## src/rtl/krv_apb_pkg.sv

```systemverilog
// Shared definitions for the AHB-lite to APB bridge: FSM encoding, AHB
// response/transfer codes and the APB slave count.
package krv_apb_pkg;

   localparam int NUM_APB_SLV = 4;

   typedef enum logic [2:0] {
      ST_IDLE   = 3'd0,
      ST_SETUP  = 3'd1,
      ST_ACCESS = 3'd2,
      ST_ERR1   = 3'd3,
      ST_ERR2   = 3'd4
   } apb_state_e;

   localparam logic [1:0] HRESP_OKAY    = 2'b00;
   localparam logic [1:0] HRESP_ERROR   = 2'b01;

   localparam logic [1:0] HTRANS_IDLE   = 2'b00;
   localparam logic [1:0] HTRANS_BUSY   = 2'b01;
   localparam logic [1:0] HTRANS_NONSEQ = 2'b10;
   localparam logic [1:0] HTRANS_SEQ    = 2'b11;

   // NONSEQ and SEQ are the only transfer types that start a bridge cycle.
   function automatic logic is_active_trans(input logic [1:0] htrans);
      return (htrans == HTRANS_NONSEQ) || (htrans == HTRANS_SEQ);
   endfunction

   function automatic logic [NUM_APB_SLV-1:0] slv_onehot(input logic [1:0] idx);
      logic [NUM_APB_SLV-1:0] oh;
      case (idx)
         2'd0:    oh = 4'b0001;
         2'd1:    oh = 4'b0010;
         2'd2:    oh = 4'b0100;
         2'd3:    oh = 4'b1000;
         default: oh = 4'b0000;
      endcase
      return oh;
   endfunction

endpackage

```

## src/rtl/apb_addr_decode.sv

```systemverilog
// Combinational slave decode: 4-bit slave index to one-hot PSEL; indices
// beyond the implemented slaves flag a decode miss.
module apb_addr_decode
   import krv_apb_pkg::*;
(
   input  logic [3:0]             slv_idx,
   output logic [NUM_APB_SLV-1:0] psel_onehot,
   output logic                   decode_miss
);

   // Index decode with miss detection for unpopulated slots
   always_comb begin
      psel_onehot = {NUM_APB_SLV{1'b0}};
      decode_miss = 1'b1;
      if (slv_idx[3:2] == 2'b00) begin
         psel_onehot = slv_onehot(slv_idx[1:0]);
         decode_miss = 1'b0;
      end else begin
         psel_onehot = {NUM_APB_SLV{1'b0}};
         decode_miss = 1'b1;
      end
   end

endmodule

```

## src/rtl/apb_ctrl.sv

```systemverilog
// AHB-lite slave to APB master bridge with four decoded APB slaves,
// access timeout and a two-cycle AHB ERROR response.
module apb_ctrl
   import krv_apb_pkg::*;
#(
   parameter int TIMEOUT      = 255,
   parameter int SLV_BASE_BIT = 12
)(
   input  logic        HCLK,
   input  logic        HRESETN,
   input  logic        HSEL,
   input  logic [31:0] HADDR,
   input  logic [1:0]  HTRANS,
   input  logic        HWRITE,
   input  logic [31:0] HWDATA,
   input  logic        HREADY,
   output logic        HREADYOUT,
   output logic [1:0]  HRESP,
   output logic [31:0] HRDATA,
   output logic [3:0]  PSEL,
   output logic        PENABLE,
   output logic [31:0] PADDR,
   output logic        PWRITE,
   output logic [31:0] PWDATA,
   input  logic [31:0] PRDATA,
   input  logic        PREADY,
   input  logic        PSLVERR
);

   localparam logic [7:0] TIMEOUT_C = TIMEOUT[7:0];

   apb_state_e       state_r;
   apb_state_e       state_nxt_s;
   apb_state_e       accept_state_s;
   logic [7:0]       cnt_r;
   logic [7:0]       cnt_nxt_s;
   logic [7:0]       cnt_inc_s;
   logic [3:0]       psel_r;
   logic [3:0]       psel_nxt_s;
   logic [3:0]       accept_psel_s;
   logic             penable_r;
   logic             penable_nxt_s;
   logic [31:0]      paddr_r;
   logic             pwrite_r;
   logic [3:0]       slv_idx_s;
   logic [3:0]       dec_psel_s;
   logic             dec_miss_s;
   logic             addr_valid_s;
   logic             accept_s;
   logic             hreadyout_s;
   logic [1:0]       hresp_s;
   logic [31:0]      hrdata_s;

   assign slv_idx_s    = HADDR[SLV_BASE_BIT+3:SLV_BASE_BIT];
   assign addr_valid_s = HSEL & HREADY & is_active_trans(HTRANS);
   assign cnt_inc_s    = cnt_r + 8'd1;

   apb_addr_decode u_decode (
      .slv_idx     (slv_idx_s),
      .psel_onehot (dec_psel_s),
      .decode_miss (dec_miss_s)
   );

   // Where an accepted address phase goes: APB setup, or straight to error
   always_comb begin
      accept_state_s = ST_SETUP;
      accept_psel_s  = 4'b0000;
      if (dec_miss_s) begin
         accept_state_s = ST_ERR1;
         accept_psel_s  = 4'b0000;
      end else begin
         accept_state_s = ST_SETUP;
         accept_psel_s  = dec_psel_s;
      end
   end

   // Next-state, next APB controls and AHB response
   always_comb begin
      state_nxt_s   = state_r;
      psel_nxt_s    = psel_r;
      penable_nxt_s = penable_r;
      cnt_nxt_s     = cnt_r;
      accept_s      = 1'b0;
      hreadyout_s   = 1'b1;
      hresp_s       = HRESP_OKAY;
      case (state_r)
         ST_IDLE: begin
            penable_nxt_s = 1'b0;
            if (addr_valid_s) begin
               accept_s    = 1'b1;
               state_nxt_s = accept_state_s;
               psel_nxt_s  = accept_psel_s;
            end else begin
               state_nxt_s = ST_IDLE;
               psel_nxt_s  = 4'b0000;
            end
         end
         ST_SETUP: begin
            hreadyout_s   = 1'b0;
            state_nxt_s   = ST_ACCESS;
            penable_nxt_s = 1'b1;
            cnt_nxt_s     = 8'd0;
         end
         ST_ACCESS: begin
            hreadyout_s = PREADY & ~PSLVERR;
            if (PREADY) begin
               penable_nxt_s = 1'b0;
               if (PSLVERR) begin
                  state_nxt_s = ST_ERR1;
                  psel_nxt_s  = 4'b0000;
               end else if (addr_valid_s) begin
                  accept_s    = 1'b1;
                  state_nxt_s = accept_state_s;
                  psel_nxt_s  = accept_psel_s;
               end else begin
                  state_nxt_s = ST_IDLE;
                  psel_nxt_s  = 4'b0000;
               end
            end else if (cnt_inc_s == TIMEOUT_C) begin
               // Slave never answered: abandon the access and report ERROR
               cnt_nxt_s     = cnt_inc_s;
               state_nxt_s   = ST_ERR1;
               psel_nxt_s    = 4'b0000;
               penable_nxt_s = 1'b0;
            end else begin
               cnt_nxt_s = cnt_inc_s;
            end
         end
         ST_ERR1: begin
            hreadyout_s   = 1'b0;
            hresp_s       = HRESP_ERROR;
            state_nxt_s   = ST_ERR2;
            psel_nxt_s    = 4'b0000;
            penable_nxt_s = 1'b0;
         end
         ST_ERR2: begin
            hresp_s       = HRESP_ERROR;
            penable_nxt_s = 1'b0;
            if (addr_valid_s) begin
               accept_s    = 1'b1;
               state_nxt_s = accept_state_s;
               psel_nxt_s  = accept_psel_s;
            end else begin
               state_nxt_s = ST_IDLE;
               psel_nxt_s  = 4'b0000;
            end
         end
         default: begin
            state_nxt_s   = ST_IDLE;
            psel_nxt_s    = 4'b0000;
            penable_nxt_s = 1'b0;
         end
      endcase
   end

   // Read data is only forwarded while an APB access is in progress
   always_comb begin
      hrdata_s = 32'h0000_0000;
      if (state_r == ST_ACCESS) begin
         hrdata_s = PRDATA;
      end else begin
         hrdata_s = 32'h0000_0000;
      end
   end

   // Bridge state, APB control registers and address capture
   always_ff @(posedge HCLK or negedge HRESETN) begin
      if (!HRESETN) begin
         state_r   <= ST_IDLE;
         cnt_r     <= 8'd0;
         psel_r    <= 4'b0000;
         penable_r <= 1'b0;
         paddr_r   <= 32'h0000_0000;
         pwrite_r  <= 1'b0;
      end else begin
         state_r   <= state_nxt_s;
         cnt_r     <= cnt_nxt_s;
         psel_r    <= psel_nxt_s;
         penable_r <= penable_nxt_s;
         if (accept_s) begin
            paddr_r  <= HADDR;
            pwrite_r <= HWRITE;
         end
      end
   end

   // HWDATA is held stable by the wait states inserted during SETUP/ACCESS
   assign PWDATA    = HWDATA;
   assign PSEL      = psel_r;
   assign PENABLE   = penable_r;
   assign PADDR     = paddr_r;
   assign PWRITE    = pwrite_r;
   assign HREADYOUT = hreadyout_s;
   assign HRESP     = hresp_s;
   assign HRDATA    = hrdata_s;

endmodule

```

## config.mk

```make
export PLATFORM = sky130hd
export DESIGN_NAME = apb_ctrl
export DESIGN_NICKNAME = d
export VERILOG_FILES = /design/src/rtl/krv_apb_pkg.sv /design/src/rtl/apb_addr_decode.sv /design/src/rtl/apb_ctrl.sv
export SDC_FILE = /design/constraint.sdc
export NUM_CORES = 1
export LEC_CHECK = 0
export BUFFER_PORTS_ARGS = -buffer_cell sky130_fd_sc_hd__buf_2
export CAP_MARGIN = 20
export CORE_UTILIZATION = 40
export CTS_CLUSTER_SIZE = 28
export DETAILED_ROUTE_END_ITERATION = 12
export MAX_ROUTING_LAYER = met4
export PLACE_DENSITY_LB_ADDON = 0.25
export RECOVER_POWER = 25
export SLEW_MARGIN = 20
export SYNTH_ARGS = -nofsm -noshare
export SYNTH_HDL_FRONTEND = slang
export SYNTH_HIERARCHICAL = 1
export SYNTH_SLANG_ARGS = --single-unit
```

## constraint.sdc

```tcl
create_clock -name HCLK -period 2.5 [get_ports HCLK]
set_input_delay 0.5 -clock HCLK [delete_from_list [all_inputs] [get_ports HCLK]]
set_output_delay 0.5 -clock HCLK [all_outputs]
set_load 0.1 [all_outputs]
```

==> flow_summary.yaml, run 1 <==
outcome:
  status: "complete, no violations"
synth:
  yosys.cell_types.count: 45
  netlist_instances: 240
  ys_ff_latch: 49
  ys_seq_area_share_pct: 46.4
  syn-num-nets: 347
  yosysWarnings: 6
  synth_area_sq_um: 2640
  ys.flop_type: "dfrtp_1"
  async_flop_share_pct: 100
  avgSynthCellArea_sq_um: 11.0
  synth_edf_count: 0
placed_design:
  gp_congestion: 0.827
  io_buffers: 143
  placed_cell_area_sq_um: 3670
  dp.cells: 419
  place_hpwl_microns: 4800
die:
  core_sq_um: 6350
  row_count: 29
  die_y_microns: 83.3
  die_width_microns: 83.3
  io_pins: 210
  start_util_pct: 41.6
  die_area_sq_um: 6940
clock_tree:
  cts_buffers: 5
  htree_levels: 2
  cts_tree: "done"
  clk_latency_ns: 0.30
  clk_path_buf_depth: 2
  cts_hold_buffers: 0
  cts_sinks: 49
  post_cts_buffers: 0
  clkTransAtPathRegs_ns: 0.09
  ctsResizeCount: 0
  root_buffer: "clkbuf_8"
timing:
  hold_viol: 0
  fin_skew_ns: 0.0100
  fmax_mhz: 466
  tns_ns: 0
  finalSetupViolCount: 0
  rsz0062_at_grt: "no"
  worstMarginPinSlew_ns: 1.17
  fin_crit_sh_pct: 85.9
  period_needed_ns: 2.15
  final_max_slew_viol_count: 0
  slew_headroom_pct: 21.7
setup_path:
  required_ns: 2.00
  cp_max_fo: 21
  rr_endpoint: "PSEL[1]"
  reg2reg_depth: 6
  r2r_slack_ns: 0.48
  critPathLaunchType: "register"
  critPathArrivalTime_ns: 1.65
  r2r_start: "cnt_r[0]"
  critPathKind: "register to output pin"
  end_kind: "output pin"
drt:
  ant_nets: 0
  drc_errors: 0
  detailroute.via_count: 2054
  drt-vias-per-instance: 4.80
  wire_per_inst_microns: 13.7
  wirelength_microns: 5870
  drtPass1Iterations: 4
  drt-initial-drc-count: 82
min_path:
  holdPathEnd: "PADDR[19]"
  hold_path.class: "primary input to register"
  hp-start: "HADDR[19]"
  hold_path_depth: 2
final_layout:
  drive_gt1_share_pct: 56.0
  final_cell_area_sq_um: 3760
  post-route-util_pct: 59.2
  fin_nets: 456
  fin_cells: 428
  nFillCells: 529
  synthToLayoutAreaGrowth_pct: 42.3
global_route:
  grt_usage_pct: 17.9
  overflow: 0
  grt_first_pass_wirelength_microns: 9750
  antenna_found_initial: 1
  grt_max_degree: 50
  grt_pass1_vias: 2094
run:
  drv_cap: 0
## worst max-delay path by stage
stage	slack (ns)	end	start	cells past startpoint
final	0.35	HRDATA[25]	state_r[2]	4
after CTS	0.33	HRDATA[3]	state_r[2]	4
after global placement	0.54	PSEL[1]	cnt_r[0]	6
after global routing	0.24	HRDATA[25]	state_r[1]	4
after floorplan	0.17	HRDATA[22]	state_r[2]	4
after detailed placement	0.49	PSEL[1]	cnt_r[0]	6
## area by class of cell
cell class | instances | area (sq um) | area share, %
diodes | 1 | 2.50 | 0.0665
inverters | 1 | 3.75 | 0.0998
repair buffers | 147 | 1240 | 32.9
clock inverters | 2 | 15.0 | 0.399
flip-flops and latches | 49 | 1230 | 32.6
multi-input cells | 145 | 1110 | 29.5
clock buffers | 6 | 72.6 | 1.93
well taps | 77 | 96.3 | 2.56
## critical path, stage by stage (launching register included)
cell	delay, ns
dfrtp_1	0.49
nor3b_2	0.24
buf_4	0.22
and2_1	0.20
buf_12	0.19
## sequential cells by signal (all words and copies together) (netlist names)
signal,count
PWRITE,1
PENABLE,1
PADDR,32
cnt_r,8
PSEL,4
state_r,3
## kinds of logic (layout without fill, tap and decap cells)
| kind of cell | Yosys count | after routing | synth area share [%] |
|---|---|---|---|
| mux | 34 | 34 | 14.5 |
| compound gates | 28 | 28 | 7.29 |
| fa+ha+maj | 2 | 2 | 0.947 |
| flops | 49 | 49 | 46.4 |
| other cells | 1 | 2 | 0.142 |
| simple gates | 78 | 78 | 18.2 |
| xor+xnor | 2 | 2 | 0.663 |
| buf+inv | 46 | 156 | 11.9 |
## placed cells by master, fill, tap and decap left out, drive strengths merged, types with 4 or more instances in the layout
master  count
buf       146
clkbuf      7
o21ai      13
nand2       8
nand2b      4
nand3       8
dfrtp      49
and2       33
nor2        6
mux2       34
## synthesized netlist by cell type, types with 2 or more instances
cell / n / area share (%)
dfrtp_1: 49 / 46
buf_4: 36 / 10
and2_1: 33 / 7.8
mux2_2: 33 / 14
o21ai_0: 11 / 2.1
nand2_1: 8 / 1.1
nand3_1: 7 / 1.3
nor2_1: 6 / 0.85
buf_2: 4 / 0.76
clkbuf_1: 4 / 0.57
nand2b_1: 4 / 0.95
a21oi_1: 3 / 0.57
a22o_1: 3 / 0.99
nor2b_1: 3 / 0.71
and3b_1: 2 / 0.66
ha_1: 2 / 0.95
nor4b_1: 2 / 0.66
or2_2: 2 / 0.47
xor2_1: 2 / 0.66
## through the flow
| step | hold WS [ns] | setup slack, ns |
|---|---|---|
| final | 0.426 | 0.353 |
| after global routing | 0.411 | 0.238 |
| after CTS | 0.313 | 0.327 |
| after detailed placement | 0.482 | 0.487 |
| after global placement | 0.464 | 0.540 |
| after floorplan | 0.204 | 0.173 |
## layer usage
| metal | up-vias | global-route usage (%) | share of wire [%] |
|---|---|---|---|
| li1 | 1001 | - | - |
| met1 | 916 | 19.7 | 39 |
| met2 | 130 | 29.7 | 48 |
| met3 | 7 | 7.16 | 11 |
| met4 | 0 | 5.64 | 1.7 |
| met5 | - | - | 0 |
Power of run 1 is left out: the tool's default activity adds up to more than one toggle a clock period on the data nets, which glitch-free logic cannot reach.
==> run 2, diff against run 1 <==
--- a/config.mk
+++ b/config.mk
@@ -13,3 +13,3 @@
 export MAX_ROUTING_LAYER = met4
-export PLACE_DENSITY_LB_ADDON = 0.25
+export PLACE_DENSITY = 0.82
 export RECOVER_POWER = 25
==> constraint.sdc (replaced) <==
create_clock -name HCLK -period 2.5 [get_ports HCLK]
set_input_delay 0.375 -clock HCLK [delete_from_list [all_inputs] [get_ports HCLK]]
set_output_delay 0.375 -clock HCLK [all_outputs]
set_load 0.1 [all_outputs]
==> flow_summary.yaml, run 2 (same netlist as run 1, synthesis figures left out) <==
placed_design:
  io_buffers: 143
  place_hpwl_microns: 4790
  gp_congestion: 0.824
setup_path:
  critPathKind: "register to output pin"
  reg2reg_depth: 6
  critPathLaunchType: "register"
  critPathArrivalTime_ns: 1.83
  cp_max_fo: 32
  required_ns: 2.12
  r2r_start: "cnt_r[0]"
  rr_endpoint: "PSEL[1]"
  r2r_slack_ns: 0.45
  end_kind: "output pin"
die:
  core_sq_um: 6350
  die_y_microns: 83.3
  row_count: 29
  start_util_pct: 41.6
  die_width_microns: 83.3
  die_area_sq_um: 6940
  io_pins: 210
timing:
  period_needed_ns: 2.20
  finalSetupViolCount: 0
  slew_headroom_pct: 20.9
  final_max_slew_viol_count: 0
  fin_crit_sh_pct: 88.1
  hold_viol: 0
  tns_ns: 0
  rsz0062_at_grt: "no"
  fin_skew_ns: 0.00938
  fmax_mhz: 454
  worstMarginPinSlew_ns: 1.19
clock_tree:
  root_buffer: "clkbuf_8"
  post_cts_buffers: 0
  clk_latency_ns: 0.30
  clkTransAtPathRegs_ns: 0.09
  htree_levels: 2
  cts_sinks: 49
  ctsResizeCount: 0
  cts_buffers: 5
  cts_tree: "done"
  clk_path_buf_depth: 2
  cts_hold_buffers: 0
global_route:
  antenna_found_initial: 0
  grt_first_pass_wirelength_microns: 9550
  grt_pass1_vias: 2030
  grt_max_degree: 50
  overflow: 0
  grt_usage_pct: 17.7
final_layout:
  drive_gt1_share_pct: 56.2
  layout_common_cells: "buf_2, dfrtp_1, and2_1, mux2_2, buf_12"
  fin_nets: 455
  antennaDiodeCount: 0
  synthToLayoutAreaGrowth_pct: 43.7
  nFillCells: 510
  mostFrequentLayoutCell: "buf_2"
  largest_register_ffs: 32
outcome:
  status: "complete, no violations"
min_path:
  holdPathEnd: "PADDR[7]"
  hold_path.class: "primary input to register"
  hp-start: "HADDR[7]"
  hold_path_depth: 2
run:
  drv_cap: 0
drt:
  drc_errors: 0
  drtPass1Iterations: 4
  drt-vias-per-instance: 4.97
  wire_per_inst_microns: 14.0
  ant_nets: 0
  wirelength_microns: 5970
  detailroute.via_count: 2117
  drt-initial-drc-count: 125
==> run 2: cell types whose count changed in the layout (fill, tap and decap cells not counted), sizes merged <==
cell / previous run / this run
diode: 1 / 0
clkinvlp: 2 / 0
clkbuf: 7 / 6
buf: 146 / 145
bufinv: 0 / 2
clkinv: 0 / 1
==> run 2: metal layers <==
metal / routed length (microns) / track usage (%) / up-vias
met4: 145 / 7.21 / 0
met2: 3120 / 30.3 / 142
li1: - / - / 1003
met1: 2160 / 19.2 / 958
met3: 548 / 5.27 / 14
met5: 0 / - / -
==> run 2: worst max-delay path by stage <==
| stage | slack [ns] | to | from |
|---|---|---|---|
| after floorplan | 0.30 | HRDATA[22] | state_r[2] |
| after detailed placement | 0.47 | PSEL[1] | cnt_r[0] |
| final | 0.30 | HRDATA[8] | state_r[1] |
| after CTS | 0.28 | HRDATA[8] | state_r[1] |
| after global routing | 0.18 | HRDATA[8] | state_r[1] |
| after global placement | 0.56 | PSEL[1] | cnt_r[0] |
==> run 2: cell type report <==
type / count / area, sq um / share of cell area (%)
tap: 77 / 96.3 / 2.54
clock inverter: 3 / 65.1 / 1.71
sequential: 49 / 1230 / 32.3
clock buffer: 5 / 68.8 / 1.81
timing repair buffer: 146 / 1230 / 32.4
inverter: 1 / 3.75 / 0.0988
multi-input combinational: 145 / 1110 / 29.2
==> run 2: per-stage QoR <==
| stage | hold WS (ns) | worst slack (ns) | cells | util (%) | instance area (sq um) |
|---|---|---|---|---|---|
| 3_3_place_gp | 0.463 | 0.558 | 418 | 57.7 | 3670 |
| 6_report | 0.290 | 0.299 | 426 | 59.8 | 3800 |
| 4_1_cts | 0.174 | 0.283 | 426 | 59.8 | 3800 |
| 2_1_floorplan | 0.0794 | 0.298 | 240 | - | 2640 |
| 3_5_place_dp | 0.474 | 0.472 | 418 | 57.7 | 3670 |
| 5_1_grt | 0.272 | 0.176 | 426 | 59.8 | 3800 |
==> run 2: critical path, stage by stage (launching register included) <==
cell     delay (ns)
dfrtp_1        0.50
nor3b_2        0.30
buf_4          0.29
and2_1         0.24
buf_12         0.19
Power of run 2 is left out for the same reason.
